### config.mk
export PLATFORM = sky130hd
export DESIGN_NAME = buffer_drain_accumulator
export DESIGN_NICKNAME = d
export VERILOG_FILES = /design/src/rtl/buffer_drain_accumulator.sv
export SDC_FILE = /design/constraint.sdc
export NUM_CORES = 1
export LEC_CHECK = 0
export ABC_AREA = 1
export BUFFER_PORTS_ARGS = -buffer_cell sky130_fd_sc_hd__buf_4
export CORE_MARGIN = 1
export CORE_UTILIZATION = 50
export CTS_CLUSTER_DIAMETER = 100
export CTS_CLUSTER_SIZE = 10
export DETAILED_ROUTE_END_ITERATION = 10
export GPL_ROUTABILITY_DRIVEN = 0
export PLACE_DENSITY = 0.85
export SYNTH_ARGS = -nofsm -noshare
export SYNTH_HDL_FRONTEND = slang
export SYNTH_SLANG_ARGS = --single-unit
### constraint.sdc
create_clock -name clock -period 1.39 [get_ports clock]
set_input_delay 0.0695 -clock clock [delete_from_list [all_inputs] [get_ports clock]]
set_output_delay 0.0695 -clock clock [all_outputs]
set_load 0.01 [all_outputs]
### src/rtl/buffer_drain_accumulator.sv
// Drains COUNT words from an upstream circular buffer, sums them and holds the result for a ready/valid consumer.
// Optional macro ACC_SATURATE_EN: clamp the sum at 2^SUM_W-1 and flag sat; otherwise the sum wraps and sat is 0.
module buffer_drain_accumulator #(
    parameter int DATA_W = 3,
    parameter int COUNT  = 8,
    parameter int SUM_W  = 7
) (
    input  logic              clock,
    input  logic              reset,
    input  logic              empty,
    input  logic [DATA_W-1:0] din,
    output logic              rd,
    output logic [SUM_W-1:0]  sum,
    output logic              sum_valid,
    input  logic              sum_ready,
    output logic              sat
);

    localparam int CNT_W = $clog2(COUNT + 1);
    localparam int EXT_W = SUM_W + 1;
    localparam logic [CNT_W-1:0] COUNT_C = CNT_W'(COUNT);
    localparam logic [CNT_W-1:0] ONE_C   = CNT_W'(1);

    typedef enum logic [0:0] {
        COLLECT = 1'b0,
        HOLD    = 1'b1
    } state_t;

    state_t            state_r;
    state_t            state_next_s;
    logic [CNT_W-1:0]  issued_r;
    logic [CNT_W-1:0]  accepted_r;
    logic              rd_q_r;
    logic [SUM_W-1:0]  acc_r;
    logic [SUM_W-1:0]  acc_next_s;
    logic              sat_r;
    logic              sat_next_s;
    logic [SUM_W-1:0]  sum_r;
    logic              sum_valid_r;
    logic [EXT_W-1:0]  add_s;
    logic              rd_s;
    logic              last_s;
    logic              consume_s;

    // Read request, word-capture bookkeeping and the next accumulator value.
    always_comb begin
        rd_s       = 1'b0;
        add_s      = {1'b0, acc_r} + EXT_W'(din);
        acc_next_s = add_s[SUM_W-1:0];
        sat_next_s = 1'b0;
        if ((state_r == COLLECT) && !empty && (issued_r < COUNT_C) && !reset) begin
            rd_s = 1'b1;
        end else begin
            rd_s = 1'b0;
        end
`ifdef ACC_SATURATE_EN
        // The carry out of the widened add means the true sum no longer fits.
        if (add_s[SUM_W]) begin
            acc_next_s = {SUM_W{1'b1}};
            sat_next_s = 1'b1;
        end else begin
            acc_next_s = add_s[SUM_W-1:0];
            sat_next_s = sat_r;
        end
`else
        acc_next_s = add_s[SUM_W-1:0];
        sat_next_s = 1'b0;
`endif
        last_s    = rd_q_r && (accepted_r == (COUNT_C - ONE_C));
        consume_s = sum_valid_r && sum_ready;
    end

    // Next-state logic for the COLLECT/HOLD controller.
    always_comb begin
        state_next_s = state_r;
        case (state_r)
            COLLECT: begin
                if (last_s) begin
                    state_next_s = HOLD;
                end else begin
                    state_next_s = COLLECT;
                end
            end
            HOLD: begin
                if (sum_ready) begin
                    state_next_s = COLLECT;
                end else begin
                    state_next_s = HOLD;
                end
            end
            default: state_next_s = COLLECT;
        endcase
    end

    // State, counters, accumulator and the held result.
    always_ff @(posedge clock) begin
        if (reset) begin
            state_r     <= COLLECT;
            issued_r    <= '0;
            accepted_r  <= '0;
            rd_q_r      <= 1'b0;
            acc_r       <= '0;
            sat_r       <= 1'b0;
            sum_r       <= '0;
            sum_valid_r <= 1'b0;
        end else begin
            state_r <= state_next_s;
            rd_q_r  <= rd_s;
            if (consume_s) begin
                issued_r    <= '0;
                accepted_r  <= '0;
                acc_r       <= '0;
                sat_r       <= 1'b0;
                sum_valid_r <= 1'b0;
            end else begin
                if (rd_s) begin
                    issued_r <= issued_r + ONE_C;
                end
                // din is the buffer's dout for the read issued last cycle.
                if (rd_q_r) begin
                    acc_r      <= acc_next_s;
                    sat_r      <= sat_next_s;
                    accepted_r <= accepted_r + ONE_C;
                end
                if (last_s) begin
                    sum_r       <= acc_next_s;
                    sum_valid_r <= 1'b1;
                end
            end
        end
    end

    assign rd        = rd_s;
    assign sum       = sum_r;
    assign sum_valid = sum_valid_r;
    assign sat       = sat_r;

endmodule

==> impl_metrics.ini <==
[layout]
fillers = 187
nets = 207
n_antenna_cell = 0
instances_no_fill = 221
drive_gt1_frac = 0.197
stdcell_area_um2 = 1480
final_common_cell = nand2_1
area_growth_pct = 21.1
mostFrequentLayoutCells = 37 x nand2_1, 31 x inv_1, 21 x dfxtp_1
postLayoutCoreUtil = 0.656

[worst_setup_path]
start_kind = register
max_stage_delay_ns = 0.37
critPathMaxFanout = 3
critPathArrivalTime_ns = 1.73
cp_slowest_cell = dfxtp_2
path_cells = ha_4 > inv_2 > fa_2 > nand3b_1 > nand3_2 > nand3_1 > nand2_1 > inv_1
crit_required_ns = 1.63
endpoint_kind = register
crit_type = register to register

[route]
met1Wirelength_mm = 1.12
dr_wl_met3_um = 95
post-route-drc-count = 0
dr.max_layer_used = met4
wl_per_cell_um = 11.5
met2_length_mm = 1.27
drtIter0Drc = 25
vias = 1116
first_pass_iters = 4
final_antenna_net_count = 0
viasPerCell = 5.05
wirelength_mm = 2.55

[clock_tree]
cts_buffer_depth = 2
clkLatencyLatePin_ns = 0.33
numCtsBuffers = 3
cts_sinks = 25
root_buffer = clkbuf_4
h-tree-depth = 1
cts_tree = done
path_clk_slew_ns = 0.15

[timing]
finalMaxSlewViolations = 0
min_period_ns = 1.49
finalCritPeriodShare = 1.07
clock.fmax_mhz = 671
hold_ws_ns = 0.0259
finalClockSkew_ns = 0.0127
final-setup-viol-count = 4
hold_viol = 0
timing.final.ws_setup_ns = -0.0997
rsz0062_at_grt = true

[power_and_ir_drop]
p_per_area_nw_per_um2 = 868
power_leakage_uw = 0.000701
ir_drop_uv = 560

[global_routing]
antenna_found_initial = 0
track_usage = 0.223
grt_pass1_vias = 1042
grt_pass1_wl_mm = 4.30
overflow = 0
grt_max_degree = 16

[synth]
ys_top_cells_by_area = dfxtp_1 41%, nand2_1 11%, inv_1 9.8%
ys_types = 25
synthCells = 170
syn-num-nets = 183
syn_avg_cell_area_um2 = 7.19
synth.top_cell.area_share = 0.409
ys_ff_latch = 25
seq_area_frac_synth = 0.409
synth_warnings = 0
synth_area_um2 = 1220
post-synth-top-area-cell = dfxtp_1

[flow_run]
maxCapViolCount = 0

[die]
dieArea_um2 = 2650
ios = 17
core_um2 = 2250
num_rows = 17
start_util = 0.542
dieWidth_um = 51.4
fp.dieH_um = 51.4

[placed_design]
hpwl_mm = 1.87
place_inst = 213
io_buffers = 15
dpl_cell_area_um2 = 1390

[min_path]
hp-class = primary input to register

[status]
violations = setup timing
status = finished, violations left
==> cell families after synthesis <==
kind of cell | count (synthesis) | synth area share
simple gates | 72 | 0.265
buf+inv | 37 | 0.120
compound gates | 26 | 0.114
flops | 25 | 0.409
fa+ha+maj | 6 | 0.0676
xor+xnor | 3 | 0.0215
other cells | 1 | 0.00307
==> synthesized netlist by cell type, drive strengths merged <==
library cell	count
nand2	37
inv	33
dfxtp	25
nor2	17
a21oi	16
nand3	14
o21ai	8
ha	5
buf	3
xor2	3
nand4	2
clkinv	1
conb	1
fa	1
nand3b	1
nor3	1
o211ai	1
o21a	1
==> flip-flops by register name, summed over array words and instances (netlist names) <==
name        cells
issued_r        4
sum_valid       1
acc_r           7
sum             7
rd_q_r          1
accepted_r      4
state_r         1
==> worst max-delay path: cells and delay by family, from the launching register on <==
kind | cells | cell delay, ns
and+or+nand+nor | 4 | 0.47
buffers and inverters | 2 | 0.06
DFF | 1 | 0.37
adders and majority gates | 2 | 0.49
==> power breakdown <==
group	total [uW]	switching, uW	internal, uW
Sequential	762	20.6	741
Clock	341	231	110
Combinational	182	102	80.4
Total	1290	353	932
==> per-layer routing <==
layer  global-route usage  up-vias
met5                    0        -
met4                0.140        0
met3               0.0298        6
met2                0.390       29
met1                0.253      505
li1                     -      576
==> final cells by class <==
cell class | instances | area, um^2 | share of cell area
Clock inverter | 1 | 7.51 | 0.00507
Multi-Input combinational cell | 108 | 608 | 0.411
Timing Repair Buffer | 22 | 173 | 0.117
Tap cell | 28 | 35.0 | 0.0237
Clock buffer | 3 | 22.5 | 0.0152
Sequential cell | 25 | 505 | 0.342
Inverter | 34 | 129 | 0.0871
==> through the flow <==
| stage | setup WS [ns] | setup TNS (ns) | power (uW) |
|---|---|---|---|
| 2_1_floorplan | 0.000341 | 0 | 886 |
| 3_3_place_gp | -0.0348 | -0.113 | 929 |
| 3_5_place_dp | -0.0969 | -0.346 | 939 |
| 4_1_cts | -0.0685 | -0.242 | 1290 |
| 5_1_grt | -0.185 | -0.958 | 1350 |
| 6_report | -0.0997 | -0.292 | 1290 |
==> path summary, 6_finish.rpt <==
check / start / end / slack (ns) / cells past startpoint
max: acc_r[0]$_SDFFE_PP0P_ / acc_r[4]$_SDFFE_PP0P_ / -0.1 / 8
min: reset / sum[2]$_SDFFE_PP0P_ / 0.03 / 4
max reg2reg: acc_r[0]$_SDFFE_PP0P_ / acc_r[4]$_SDFFE_PP0P_ / -0.1 / 8
min reg2reg: accepted_r[0]$_SDFFE_PP0P_ / accepted_r[0]$_SDFFE_PP0P_ / 0.46 / 1
==> what timing repair did <==
action	4_1_cts	5_1_grt
hold buffers	3	0
hold endpoints to repair	2	0
buffers inserted	0	1
setup endpoints to repair	7	12
pin swaps	2	0
resized for setup	1	6
No activity file was read; power rests on OpenSTA's default activity.
